File: config.mk
export PLATFORM = sky130hd
export DESIGN_NAME = uart_core
export DESIGN_NICKNAME = d
export VERILOG_FILES = /design/src/rtl/uart_core.sv
export SDC_FILE = /design/constraint.sdc
export NUM_CORES = 1
export LEC_CHECK = 0
export ABC_AREA = 1
export CORE_ASPECT_RATIO = 0.5
export CORE_MARGIN = 2
export CORE_UTILIZATION = 65
export CTS_BUF_LIST = sky130_fd_sc_hd__clkbuf_2 sky130_fd_sc_hd__clkbuf_4 sky130_fd_sc_hd__clkbuf_8
export CTS_CLUSTER_SIZE = 20
export DETAILED_ROUTE_END_ITERATION = 10
export PLACE_DENSITY = 0.83
export SLEW_MARGIN = 20
export SYNTH_ARGS = -nofsm -noshare
export SYNTH_HDL_FRONTEND = slang
export SYNTH_SLANG_ARGS = --single-unit
File: constraint.sdc
create_clock -name i_clk -period 3.75 [get_ports i_clk]
set_clock_uncertainty 0.1 [all_clocks]
set_input_delay 1.125 -clock i_clk [delete_from_list [all_inputs] [get_ports i_clk]]
set_output_delay 1.125 -clock i_clk [all_outputs]
set_load 0.1 [all_outputs]
File: src/rtl/uart_core.sv
// Full-duplex UART with TX/RX FIFOs, build-time data width, parity and stop bits.
// Received words are tagged with parity/framing errors; RX FIFO loss sets a sticky overrun flag.
module uart_core #(
  parameter int unsigned CLK_FREQ   = 125_000_000,
  parameter int unsigned BAUD_RATE  = 115_200,
  parameter int unsigned DATA_BITS  = 8,
  parameter int unsigned PARITY     = 0,
  parameter int unsigned STOP_BITS  = 1,
  parameter int unsigned FIFO_DEPTH = 16
) (
  input  logic                 i_clk,
  input  logic                 i_rst,
  input  logic                 i_wr,
  input  logic [DATA_BITS-1:0] i_data,
  output logic                 o_tx_full,
  output logic                 o_tx_busy,
  input  logic                 i_rd,
  output logic [DATA_BITS-1:0] o_data,
  output logic                 o_parity_err,
  output logic                 o_frame_err,
  output logic                 o_rx_empty,
  output logic                 o_overrun,
  input  logic                 i_clr_overrun,
  output logic                 o_uart_tx,
  input  logic                 i_uart_rx
);

  localparam int unsigned ClksPerBaud = CLK_FREQ / BAUD_RATE;
  localparam int unsigned HalfBaud    = ClksPerBaud / 2;
  localparam int unsigned StopClks    = STOP_BITS * ClksPerBaud;
  localparam int unsigned CntW        = $clog2(StopClks + 1);
  localparam int unsigned AddrW       = $clog2(FIFO_DEPTH);
  localparam int unsigned BitW        = $clog2(DATA_BITS);
  localparam int unsigned RxW         = DATA_BITS + 2;
  localparam logic        OddParity   = (PARITY == 1);
  localparam logic [AddrW:0] FullCnt  = (AddrW + 1)'(FIFO_DEPTH);

  typedef enum logic [2:0] {TxIdle, TxStart, TxData, TxParity, TxStop} tx_state_e;
  typedef enum logic [2:0] {RxIdle, RxStart, RxData, RxParity, RxStop, RxWaitHigh} rx_state_e;

  // ---------------- TX FIFO ----------------
  logic [DATA_BITS-1:0] tx_mem [FIFO_DEPTH];
  logic [AddrW-1:0]     tx_wptr_q, tx_rptr_q;
  logic [AddrW:0]       tx_cnt_q, tx_cnt_d;
  logic                 tx_push, tx_pop, tx_empty;
  logic [DATA_BITS-1:0] tx_head;

  assign tx_empty = (tx_cnt_q == '0);
  assign tx_head  = tx_mem[tx_rptr_q];
  assign tx_push  = i_wr && ((tx_cnt_q != FullCnt) || tx_pop);
  assign tx_cnt_d = tx_cnt_q + (AddrW + 1)'(tx_push) - (AddrW + 1)'(tx_pop);

  always_ff @(posedge i_clk or posedge i_rst) begin
    if (i_rst) begin
      tx_wptr_q <= '0;
      tx_rptr_q <= '0;
      tx_cnt_q  <= '0;
    end else begin
      if (tx_push) tx_wptr_q <= tx_wptr_q + AddrW'(1);
      if (tx_pop)  tx_rptr_q <= tx_rptr_q + AddrW'(1);
      tx_cnt_q <= tx_cnt_d;
    end
  end

  always_ff @(posedge i_clk) begin
    if (tx_push) tx_mem[tx_wptr_q] <= i_data;
  end

  // ---------------- TX engine ----------------
  tx_state_e            tx_state_q, tx_state_d;
  logic [CntW-1:0]      tx_baud_q, tx_baud_d;
  logic [BitW-1:0]      tx_bit_q, tx_bit_d;
  logic [DATA_BITS-1:0] tx_shreg_q, tx_shreg_d;
  logic                 tx_par_q, tx_par_d;
  logic                 tx_line_q, tx_line_d;
  logic                 tx_busy_q, tx_busy_d;
  logic                 tx_tick, tx_load;

  assign tx_tick = (tx_baud_q == CntW'(ClksPerBaud - 1));

  always_comb begin
    tx_state_d = tx_state_q;
    tx_baud_d  = tx_baud_q;
    tx_bit_d   = tx_bit_q;
    tx_shreg_d = tx_shreg_q;
    tx_par_d   = tx_par_q;
    tx_load    = 1'b0;
    tx_pop     = 1'b0;
    case (tx_state_q)
      TxIdle: tx_load = !tx_empty;
      TxStart: begin
        tx_baud_d = tx_baud_q + CntW'(1);
        if (tx_tick) begin
          tx_baud_d  = '0;
          tx_bit_d   = '0;
          tx_state_d = TxData;
        end
      end
      TxData: begin
        tx_baud_d = tx_baud_q + CntW'(1);
        if (tx_tick) begin
          tx_baud_d  = '0;
          tx_shreg_d = tx_shreg_q >> 1;
          tx_bit_d   = tx_bit_q + BitW'(1);
          if (tx_bit_q == BitW'(DATA_BITS - 1)) tx_state_d = (PARITY != 0) ? TxParity : TxStop;
        end
      end
      TxParity: begin
        tx_baud_d = tx_baud_q + CntW'(1);
        if (tx_tick) begin
          tx_baud_d  = '0;
          tx_state_d = TxStop;
        end
      end
      TxStop: begin
        tx_baud_d = tx_baud_q + CntW'(1);
        if (tx_baud_q == CntW'(StopClks - 1)) begin
          tx_baud_d = '0;
          // Chain straight into the next frame when more data is queued.
          if (!tx_empty) tx_load = 1'b1;
          else           tx_state_d = TxIdle;
        end
      end
      default: tx_state_d = TxIdle;
    endcase
    if (tx_load) begin
      tx_pop     = 1'b1;
      tx_shreg_d = tx_head;
      tx_par_d   = (^tx_head) ^ OddParity;
      tx_baud_d  = '0;
      tx_state_d = TxStart;
    end
  end

  // Line is registered from the current state, so it trails the state by one cycle.
  always_comb begin
    tx_line_d = 1'b1;
    case (tx_state_q)
      TxStart:  tx_line_d = 1'b0;
      TxData:   tx_line_d = tx_shreg_q[0];
      TxParity: tx_line_d = tx_par_q;
      default:  tx_line_d = 1'b1;
    endcase
    tx_busy_d = (tx_state_q != TxIdle) || (tx_state_d != TxIdle) || (tx_cnt_d != '0);
  end

  always_ff @(posedge i_clk or posedge i_rst) begin
    if (i_rst) begin
      tx_state_q <= TxIdle;
      tx_baud_q  <= '0;
      tx_bit_q   <= '0;
      tx_shreg_q <= '0;
      tx_par_q   <= 1'b0;
      tx_line_q  <= 1'b1;
      tx_busy_q  <= 1'b0;
    end else begin
      tx_state_q <= tx_state_d;
      tx_baud_q  <= tx_baud_d;
      tx_bit_q   <= tx_bit_d;
      tx_shreg_q <= tx_shreg_d;
      tx_par_q   <= tx_par_d;
      tx_line_q  <= tx_line_d;
      tx_busy_q  <= tx_busy_d;
    end
  end

  assign o_uart_tx = tx_line_q;
  assign o_tx_busy = tx_busy_q;
  assign o_tx_full = (tx_cnt_q == FullCnt);

  // ---------------- RX synchroniser ----------------
  logic       rx_s1_q, rx_s2_q, rx_prev_q;
  logic [1:0] rx_vld_q;

  // rx_prev_q only tracks the line once the synchroniser holds real samples, so a line
  // held low through reset never looks like a falling edge.
  always_ff @(posedge i_clk or posedge i_rst) begin
    if (i_rst) begin
      rx_s1_q   <= 1'b1;
      rx_s2_q   <= 1'b1;
      rx_vld_q  <= '0;
      rx_prev_q <= 1'b0;
    end else begin
      rx_s1_q   <= i_uart_rx;
      rx_s2_q   <= rx_s1_q;
      rx_vld_q  <= {rx_vld_q[0], 1'b1};
      rx_prev_q <= rx_vld_q[1] ? rx_s2_q : 1'b0;
    end
  end

  // ---------------- RX engine ----------------
  rx_state_e            rx_state_q, rx_state_d;
  logic [CntW-1:0]      rx_baud_q, rx_baud_d;
  logic [BitW-1:0]      rx_bit_q, rx_bit_d;
  logic [DATA_BITS-1:0] rx_shreg_q, rx_shreg_d;
  logic                 rx_perr_q, rx_perr_d;
  logic                 rx_tick, rx_push;

  assign rx_tick = (rx_baud_q == CntW'(ClksPerBaud - 1));

  always_comb begin
    rx_state_d = rx_state_q;
    rx_baud_d  = rx_baud_q;
    rx_bit_d   = rx_bit_q;
    rx_shreg_d = rx_shreg_q;
    rx_perr_d  = rx_perr_q;
    rx_push    = 1'b0;
    case (rx_state_q)
      RxIdle: begin
        if (rx_prev_q && !rx_s2_q) begin
          rx_baud_d  = '0;
          rx_state_d = RxStart;
        end
      end
      RxStart: begin
        rx_baud_d = rx_baud_q + CntW'(1);
        if (rx_baud_q == CntW'(HalfBaud - 1)) begin
          rx_baud_d  = '0;
          rx_bit_d   = '0;
          rx_perr_d  = 1'b0;
          rx_state_d = rx_s2_q ? RxIdle : RxData;
        end
      end
      RxData: begin
        rx_baud_d = rx_baud_q + CntW'(1);
        if (rx_tick) begin
          rx_baud_d  = '0;
          rx_shreg_d = {rx_s2_q, rx_shreg_q[DATA_BITS-1:1]};
          rx_bit_d   = rx_bit_q + BitW'(1);
          if (rx_bit_q == BitW'(DATA_BITS - 1)) rx_state_d = (PARITY != 0) ? RxParity : RxStop;
        end
      end
      RxParity: begin
        rx_baud_d = rx_baud_q + CntW'(1);
        if (rx_tick) begin
          rx_baud_d  = '0;
          rx_perr_d  = rx_s2_q != ((^rx_shreg_q) ^ OddParity);
          rx_state_d = RxStop;
        end
      end
      RxStop: begin
        rx_baud_d = rx_baud_q + CntW'(1);
        if (rx_tick) begin
          rx_baud_d  = '0;
          rx_push    = 1'b1;
          rx_state_d = rx_s2_q ? RxIdle : RxWaitHigh;
        end
      end
      RxWaitHigh: if (rx_s2_q) rx_state_d = RxIdle;
      default:    rx_state_d = RxIdle;
    endcase
  end

  always_ff @(posedge i_clk or posedge i_rst) begin
    if (i_rst) begin
      rx_state_q <= RxIdle;
      rx_baud_q  <= '0;
      rx_bit_q   <= '0;
      rx_shreg_q <= '0;
      rx_perr_q  <= 1'b0;
    end else begin
      rx_state_q <= rx_state_d;
      rx_baud_q  <= rx_baud_d;
      rx_bit_q   <= rx_bit_d;
      rx_shreg_q <= rx_shreg_d;
      rx_perr_q  <= rx_perr_d;
    end
  end

  // ---------------- RX FIFO ----------------
  logic [RxW-1:0]   rx_mem [FIFO_DEPTH];
  logic [AddrW-1:0] rx_wptr_q, rx_rptr_q;
  logic [AddrW:0]   rx_cnt_q;
  logic             rx_empty, rx_pop, rx_room, rx_write, overrun_q;
  logic [RxW-1:0]   rx_word, rx_head;

  assign rx_empty = (rx_cnt_q == '0);
  assign rx_pop   = i_rd && !rx_empty;
  assign rx_room  = (rx_cnt_q != FullCnt) || rx_pop;
  assign rx_write = rx_push && rx_room;
  assign rx_word  = {rx_perr_q, !rx_s2_q, rx_shreg_q};
  assign rx_head  = rx_mem[rx_rptr_q];

  always_ff @(posedge i_clk or posedge i_rst) begin
    if (i_rst) begin
      rx_wptr_q <= '0;
      rx_rptr_q <= '0;
      rx_cnt_q  <= '0;
      overrun_q <= 1'b0;
    end else begin
      if (rx_write) rx_wptr_q <= rx_wptr_q + AddrW'(1);
      if (rx_pop)   rx_rptr_q <= rx_rptr_q + AddrW'(1);
      rx_cnt_q <= rx_cnt_q + (AddrW + 1)'(rx_write) - (AddrW + 1)'(rx_pop);
      // A drop in the same cycle as a clear keeps the flag set.
      if (rx_push && !rx_room) overrun_q <= 1'b1;
      else if (i_clr_overrun)  overrun_q <= 1'b0;
    end
  end

  always_ff @(posedge i_clk) begin
    if (rx_write) rx_mem[rx_wptr_q] <= rx_word;
  end

  assign o_rx_empty   = rx_empty;
  assign o_data       = rx_empty ? '0 : rx_head[DATA_BITS-1:0];
  assign o_frame_err  = rx_empty ? 1'b0 : rx_head[DATA_BITS];
  assign o_parity_err = rx_empty ? 1'b0 : rx_head[DATA_BITS+1];
  assign o_overrun    = overrun_q;

endmodule

# == After elaboration in Yosys (flattened, before gate mapping) ==
# Memory sizes are Yosys's and may differ from the RTL's.
# Index checks and enable logic that the tools add are counted.
# word_totals
reg_bits,86
mem_bits_rw,288
word_cells,157
n_memories,2
# classes
n_addsub,12
eq_ne,27
n_mux,54
reduce_logical,39
# memory_table
memory,words,word_bits,rd,rd_ports_with_merged_regs,wr,line,text
rx_mem,16,10,1,0,1,271,logic [RxW-1:0] rx_mem [FIFO_DEPTH];
tx_mem,16,8,1,0,1,42,logic [DATA_BITS-1:0] tx_mem [FIFO_DEPTH];
# ops
op,count
11-bit two-way mux,6
3-bit two-way mux,19
11-bit case mux with 3 select lines,1
8-bit two-way mux,4
"11-bit by 1-bit adder with 11-bit output, second input constant",2
"11-bit == test, second input constant",2
"2-bit != test, second input constant",9
3-bit case mux with 6 select lines,1
"4-bit by 1-bit adder with 4-bit output, second input constant",4
1-bit two-way mux,16
8-bit parity,2
"3-bit == test, second input constant",5
3-bit case mux with 5 select lines,1
2-bit nonzero test,7
"3-bit by 2-bit == test with 1-bit output, second input constant",4
3-bit case mux with 2 select lines,2
"11-bit by 10-bit == test with 1-bit output, second input constant",1
5-bit by 1-bit adder with 5-bit output,2
5-bit logical NOT,2
"5-bit != test, second input constant",2
5-bit by 1-bit subtractor with 5-bit output,2
3-bit AND reduction,3
3-bit nonzero test,3
7-bit AND reduction,1
15 further kinds,31

# == Longest topological paths before layout ==
# Gate-level depths: netlist (run 1).
# depth
depth_word,11
ltp_mapped,21
ltp_nobuf,20

# == Worst setup path after synthesis (run 1) ==
# No wires, ideal clock.
# synth_timing
path_type,flip-flop to output port
from,register rx_cnt_q[2]
to,output o_data[0]
t_arrival_ns,2.977
slack_ns,-0.452
stages_incl_launch_ff,7
path_cell_list,dfrtp_1 -> inv_1 -> ha_1 -> nand2_1 -> nor2_1 -> clkbuf_1 -> a21oi_1
# synth_via
elab_chain_len,2
# synth_rtl
element,line,text
start: declaration,273,logic [AddrW:0] rx_cnt_q;
start signal: assignment,293,rx_cnt_q <= rx_cnt_q + (AddrW + 1)'(rx_write) - (AddrW + 1)'(rx_pop);
5-bit logical NOT,277,assign rx_empty = (rx_cnt_q == '0);
named net o_rx_empty,21,"output logic o_rx_empty,"
8-bit two-way mux,305,assign o_data = rx_empty ? '0 : rx_head[DATA_BITS-1:0];
end: declaration,18,"output logic [DATA_BITS-1:0] o_data,"
# The timed path passes the listed nets, and every way through them passes these cells.

# == Worst setup path after layout (run 1) ==
# layout_timing
from,register rx_rptr_q[0]
to,output o_data[1]
# layout_via
elab_chain_len,2
# layout_rtl
element,line,text
start: declaration,272,"logic [AddrW-1:0] rx_wptr_q, rx_rptr_q;"
start signal: assignment,292,if (rx_pop) rx_rptr_q <= rx_rptr_q + AddrW'(1);
memory read 16 x 10 bit,n/a,
8-bit two-way mux,305,
# No other way between the ends.

==> summary.txt, run 1 <==
STA
  – RSZ-0062 raised after global routing: true
  – Final WS setup: 64.8 ps
  – Final hold vios: 0
  – Crit path time final: 3690 ps
  – Final Max Tran Viols: 0
  – Fin Setup TNS: 0 ps
  – FMAX: 0.271 GHz
  – Hold WS: 249 ps
  – Final setup violating endpoints: 0
  – Worst slew margin: 0.462
  – Slew @ Worst Pin: 804 ps
  – Period utilization: 0.983

Cells and area
  – Area of the multi-input gates: 0.00467 sq mm
  – Fin area: 0.0183 sq mm
  – Layout cells sized above 1: 0.104
  – N_diodes: 0
  – Sequential cell area: 0.0108 sq mm
  – Nets@finish: 1632
  – Area growth syn-to-layout: 12.0%
  – Commonest non-fill, non-tap cells in the layout: 334 x nand2_1, 288 x edfxtp_1, 165 x nor2_1, 147 x inv_1, 128 x o21ai_0
  – Most common cell after layout, fill and taps aside: nand2_1
  – # fillers: 1528

Floorplanning
  – Die Height: 116 microns
  – Initial Utilization: 0.670
  – Core area: 0.0243 sq mm
  – Io pins: 29
  – Die ar.: 0.0264 sq mm
  – Die width: 228 microns
  – Cell row count: 40

Critical path
  – R2R Path End: o_tx_busy
  – CP arrival: 2460 ps
  – Crit path from: rx_rptr_q[0]
  – Worst setup EP type: output pin
  – Crit Path Max Fanout: 33
  – Flop2flop setup slack: 480 ps
  – R2R Path Start: tx_baud_q[0]
  – Critical Path RT: 2520 ps
  – Worst reg2reg path depth: 20
  – Setup CP Type: reg2out
  – Kind of start point of the critical path: register

Clocking
  – CTS H-tree lvls: 2
  – Hold bufs inserted after CTS: 0
  – Post-CTS Setup Bufs: 0
  – Clock Path Buffers: 3
  – CTS tree: yes
  – Worst-Skew Late Latency: 590 ps
  – Clock root cell: clkbuf_8
  – CTS buffer count: 50
  – Clock Pin Slew Worst Setup and Hold Paths: 70 ps
  – Clk sinks: 374

Power
  – Pwr dens: 676 mW/mm^2
  – LEAKAGE: 0.00763 uW
  – VDD IR-drop max: 0.616 mV

Route
  – DR vias: 11.5k
  – WL/cell: 18.5 microns
  – Remaining antenna violation count: 0
  – DRT Pass-1 Iters: 5
  – DRT iter0 DRCs: 1330
  – DRC: 0
  – Vias per Instance: 5.87
  – Drt total wl: 36.4 mm

Synth
  – Primary FF master, synth: edfxtp_1
  – Number of distinct library cells after synthesis: 41
  – Register area share after synthesis: 0.663
  – Cell Area, Synth: 0.0163 sq mm
  – Ys async rst share: 0.230
  – Syn_nets: 1574
  – Warnings, synthesis: 0
  – Cells after Synth: 1528
  – FF+latch count, synth: 374
  – Syn avg cell area: 10.7 sq um
  – EDFF count, synth: 288

Run
  – Total of max-cap violations: 0

Place
  – GP Congestion: 0.884
  – Dpl ws: 178 ps
  – Port Buffers: 28
  – DP Wirelength: 22.4 mm
  – Placed Area: 0.0172 sq mm

Global routing
  – Pin count of the biggest net entering global routing: 83
  – First-pass GRT wire length: 57.0 mm
  – Initial antenna violation count: 0
  – Vias in the first global route: 11.4k
  – Grt ovf: 0
  – GRT Total Usage: 0.277

Hold path
  – Min-delay worst type: reg2reg
  – HP Start: rx_vld_q[0]
  – Worst hold endpoint: rx_vld_q[1]
  – Hold Path Stages: 0

Status
  – Status: complete, no violations
flip-flops by register name, indices dropped and copies added, names as in the netlist, 2 cells and up:
| name | flops |
|---|---|
| rx_state_q | 3 |
| tx_baud_q | 11 |
| tx_bit_q | 3 |
| tx_rptr_q | 4 |
| rx_vld_q | 2 |
| rx_baud_q | 11 |
| tx_shreg_q | 8 |
| rx_rptr_q | 4 |
| rx_mem | 160 |
| tx_mem | 128 |
| rx_bit_q | 3 |
| rx_shreg_q | 8 |
| tx_state_q | 3 |
| tx_wptr_q | 4 |
| rx_cnt_q | 5 |
| rx_wptr_q | 4 |
| tx_cnt_q | 5 |
worst max-delay path, stage by stage, from the launching register on:
cell and delay [ps]:
dfrtp_2 500, inv_4 140, clkbuf_16 230, nor2_1 60
o221ai_1 320, nand3_1 160, a21oi_2 250, buf_12 200
through the flow:
step	util	cells	total power, uW
6_report	0.751	1963	12300
3_3_place_gp	0.705	1868	8940
5_1_grt	0.751	1963	12900
4_1_cts	0.745	1961	12100
3_5_place_dp	0.705	1868	9140
2_1_floorplan	-	1528	7750
synth_stat cells, types with 2 or more instances:
master / instances / area [sq um]
nand2_1: 334 / 1250
edfxtp_1: 288 / 8650
nor2_1: 165 / 619
inv_1: 149 / 559
o21ai_0: 128 / 641
nand3_1: 112 / 561
dfrtp_1: 83 / 2080
o221ai_1: 35 / 307
a21oi_1: 33 / 165
clkbuf_1: 31 / 116
ha_1: 30 / 375
buf_2: 20 / 100
xor2_1: 20 / 175
nor3_1: 16 / 80.1
nand4_1: 15 / 93.8
inv_2: 13 / 48.8
xnor2_1: 8 / 70.1
o22ai_1: 7 / 43.8
buf_4: 6 / 45.0
buf_1: 4 / 15.0
clkinv_1: 3 / 11.3
dfstp_2: 3 / 78.8
a211oi_1: 2 / 15.0
a22o_1: 2 / 17.5
fa_1: 2 / 40.0
nor3b_1: 2 / 15.0
nor4_1: 2 / 12.5
o21ai_1: 2 / 10.0
cell type report:
class | instances | share of cell area
sequential | 374 | 0.592
multi-input combinational | 928 | 0.256
clock buffer | 63 | 0.0441
timing repair buffer | 67 | 0.0426
inverter | 165 | 0.0343
tap | 336 | 0.0230
clock inverter | 30 | 0.00863
report_power, final:
part	internal (uW)	switching, uW
Clock	1480	1520
Sequential	4770	210
Combinational	1420	2930
Total	7670	4670
logic make-up after synthesis:
logic type	count (synthesis)	share of synthesized area
simple gates	650	0.164
flops	374	0.663
other cells	1	0.000230
compound gates	216	0.0770
fa+ha+maj	32	0.0255
xor+xnor	28	0.0150
buf+inv	226	0.0550
mux	1	0.000614
worst max-delay path by stage:
| stage | to | slack, ps |
|---|---|---|
| floorplan | o_data[0] | -450 |
| global placement | rx_cnt_q[4] | 280 |
| detailed placement | o_tx_busy | 180 |
| CTS | o_data[1] | 20 |
| global route | o_data[2] | -10 |
| finish | o_data[1] | 60 |
metal layers:
metal | GRT usage | routed length (microns)
met5 | 0 | 0
met4 | 0.114 | 996
met3 | 0.0593 | 3180
met2 | 0.474 | 17800
met1 | 0.354 | 14400
repair_timing:
| item | in CTS | in global routing |
|---|---|---|
| setup endpoints to repair | 6 | 10 |
| gates cloned | 0 | 2 |
| resized for setup | 3 | 18 |
Power figures use the tool's default switching activity.
==> inputs of run 2 (changes only) <==
Settings changed: CORE_UTILIZATION 65 to 50, CTS_CLUSTER_DIAMETER set to 30, PLACE_DENSITY 0.83 to 0.66.
==> summary.txt, run 2 (synthesis results as in run 1) <==
Route
  – Drt total wl: 36.4 mm (about the same)
  – Vias per Instance: 5.45 (was 5.87)
  – DRC: 0 (unchanged)
  – DRT iter0 DRCs: 896 (was 1330)
  – WL/cell: 17.7 microns (was 18.5 microns)
  – DRT Pass-1 Iters: 5 (unchanged)
  – Remaining antenna violation count: 0 (unchanged)
  – DR vias: 11.2k (was 11.5k)

Global routing
  – M3 GR Usage: 0.0419 (was 0.0593)
  – First-pass GRT wire length: 57.9 mm (was 57.0 mm)
  – Pin count of the biggest net entering global routing: 68 (was 83)
  – GRT Total Usage: 0.216 (was 0.277)
  – GRT Max-Usage Layer: met2 (unchanged)
  – Met2 usage: 0.363 (was 0.474)
  – Initial antenna violation count: 0 (unchanged)
  – GR Layer Usage met1: 0.287 (was 0.354)
  – Vias in the first global route: 11.2k (was 11.4k)
  – Grt ovf: 0 (unchanged)

Clocking
  – Worst-Skew Late Latency: 590 ps (about the same)
  – Clk sinks: 374 (unchanged)
  – CTS tree: yes (unchanged)
  – Clock Pin Slew Worst Setup and Hold Paths: 90 ps (was 70 ps)
  – CTS H-tree lvls: 2 (unchanged)
  – Clock Path Buffers: 3 (unchanged)
  – CTS buffer count: 44 (was 50)
  – Hold bufs inserted after CTS: 0 (unchanged)
  – Clock root cell: clkbuf_8 (unchanged)

Cells and area
  – Commonest non-fill, non-tap cells in the layout: 334 x nand2_1, 288 x edfxtp_1, 165 x nor2_1, 146 x inv_1, 126 x o21ai_0 (was 334 x nand2_1, 288 x edfxtp_1, 165 x nor2_1, 147 x inv_1, 128 x o21ai_0)
  – Most common cell after layout, fill and taps aside: nand2_1 (unchanged)
  – Reg with most FFs: rx_mem (unchanged)
  – N_diodes: 0 (unchanged)
  – # fillers: 2677 (was 1528)
  – Largest register FFs: 160 (unchanged)
  – Layout cells sized above 1: 0.108 (was 0.104)
  – Area growth syn-to-layout: 13.4% (was 12.0%)
  – Fin area: 0.0185 sq mm (was 0.0183 sq mm)
  – Area of the multi-input gates: 0.00463 sq mm (was 0.00467 sq mm)
  – Sequential cell area: 0.0108 sq mm (about the same)
  – Biggest regs: rx_mem x160, tx_mem x128 (unchanged)
  – Nets@finish: 1635 (was 1632)

Power
  – Power Total: 12500 uW (was 12300 uW)
  – LEAKAGE: 0.00767 uW (was 0.00763 uW)
  – Pint: 7730 uW (was 7670 uW)
  – VDD IR-drop max: 0.477 mV (was 0.616 mV)
  – Sequential share of power: 0.399 (was 0.404)
  – Switching part of the total: 0.379 (was 0.378)
  – Sw Pwr: 4730 uW (was 4670 uW)
  – Clock network fraction of total power: 0.251 (was 0.244)
  – Gate power share: 0.349 (was 0.353)
  – Pwr dens: 674 mW/mm^2 (was 676 mW/mm^2)

Place
  – GP Congestion: 0.863 (was 0.884)
  – DP Wirelength: 22.5 mm (was 22.4 mm)
  – Port Buffers: 28 (unchanged)
  – Placed Area: 0.0173 sq mm (was 0.0172 sq mm)

STA
  – Final Max Tran Viols: 0 (unchanged)
  – Final hold vios: 0 (unchanged)
  – Slew @ Worst Pin: 812 ps (was 804 ps)
  – Final setup violating endpoints: 0 (unchanged)
  – Fin Setup TNS: 0 ps (unchanged)
  – FMAX: 0.274 GHz (was 0.271 GHz)
  – Crit path time final: 3650 ps (was 3690 ps)
  – Period utilization: 0.975 (was 0.983)
  – Worst slew margin: 0.458 (was 0.462)

Floorplanning
  – Initial Utilization: 0.511 (was 0.670)
  – Die width: 259 microns (was 228 microns)
  – Cell row count: 46 (was 40)
  – Core area: 0.0319 sq mm (was 0.0243 sq mm)
  – Die ar.: 0.0341 sq mm (was 0.0264 sq mm)
  – Io pins: 29 (unchanged)
  – Die Height: 132 microns (was 116 microns)

Run
  – Total of max-cap violations: 0 (unchanged)

Hold path
  – Min-delay worst type: reg2reg (unchanged)
  – Hold Path Stages: 0 (unchanged)
  – HP Start: rx_vld_q[0] (unchanged)

Critical path
  – Setup CP Type: reg2out (unchanged)
  – R2R Path Start: tx_baud_q[0] (unchanged)
  – Crit Path Max Fanout: 41 (was 33)
  – Worst setup EP type: output pin (unchanged)
  – Crit path from: rx_rptr_q[0] (unchanged)
  – Kind of start point of the critical path: register (unchanged)
  – Worst reg2reg path depth: 20 (unchanged)
  – CP arrival: 2430 ps (was 2460 ps)
  – Critical Path RT: 2520 ps (about the same)

Status
  – Status: complete, no violations (unchanged)
[run 2: worst max-delay path, stage by stage (launching register included)]
cell and delay [ps]:
dfrtp_2 480, buf_12 240, o21ai_0 110, o221ai_1 330
nand3_1 180, a21oi_1 270, buf_12 220
[run 2: metal layers]
layer	vias up	share of wire
met5	-	0
li1	5332	-
met3	64	0.063
met1	5454	0.43
met2	355	0.49
met4	0	0.020
[run 2: power groups by stage]
stage / Combinational (uW) / Sequential, uW / Clock, uW
floorplan: 2770 / 4970 / 0
global placement: 4020 / 5020 / 0
detailed placement: 4150 / 5040 / 0
CTS: 4250 / 4960 / 3210
global route: 4710 / 5010 / 3370
finish: 4350 / 4980 / 3130
[run 2: through the flow]
step | worst slack (ps) | utilization | instances | hold slack (ps)
2_1_floorplan | -452 | - | 1528 | 231
3_3_place_gp | 267 | 0.544 | 1970 | 236
3_5_place_dp | 131 | 0.544 | 1970 | 242
4_1_cts | 0.583 | 0.577 | 2051 | 260
5_1_grt | -17.5 | 0.579 | 2055 | 265
6_report | 95.1 | 0.579 | 2055 | 254
[run 2: worst paths after layout]
check                                to  slack (ps)
max reg2reg                   o_tx_busy         490
max in group asynchronous       rx_s1_q        1930
max                           o_data[5]         100
min                         rx_vld_q[1]         250
min in group asynchronous  tx_baud_q[2]         880
min reg2reg                 rx_vld_q[1]         250
[run 2: area by class of cell]
class | instances | area share
Sequential cell | 374 | 0.585
Multi-Input combinational cell | 928 | 0.250
Timing Repair Buffer | 75 | 0.0469
Clock buffer | 50 | 0.0359
Inverter | 165 | 0.0344
Tap cell | 432 | 0.0293
Clock inverter | 30 | 0.0179
Timing Repair inverter | 1 | 0.000271
[run 2: timing repair]
action | in CTS | in global routing
endpoints found under the setup margin | 9 | 9
resized for setup | 9 | 13
pin swaps | 0 | 1
buffers inserted | 0 | 2
cloned | 1 | 2
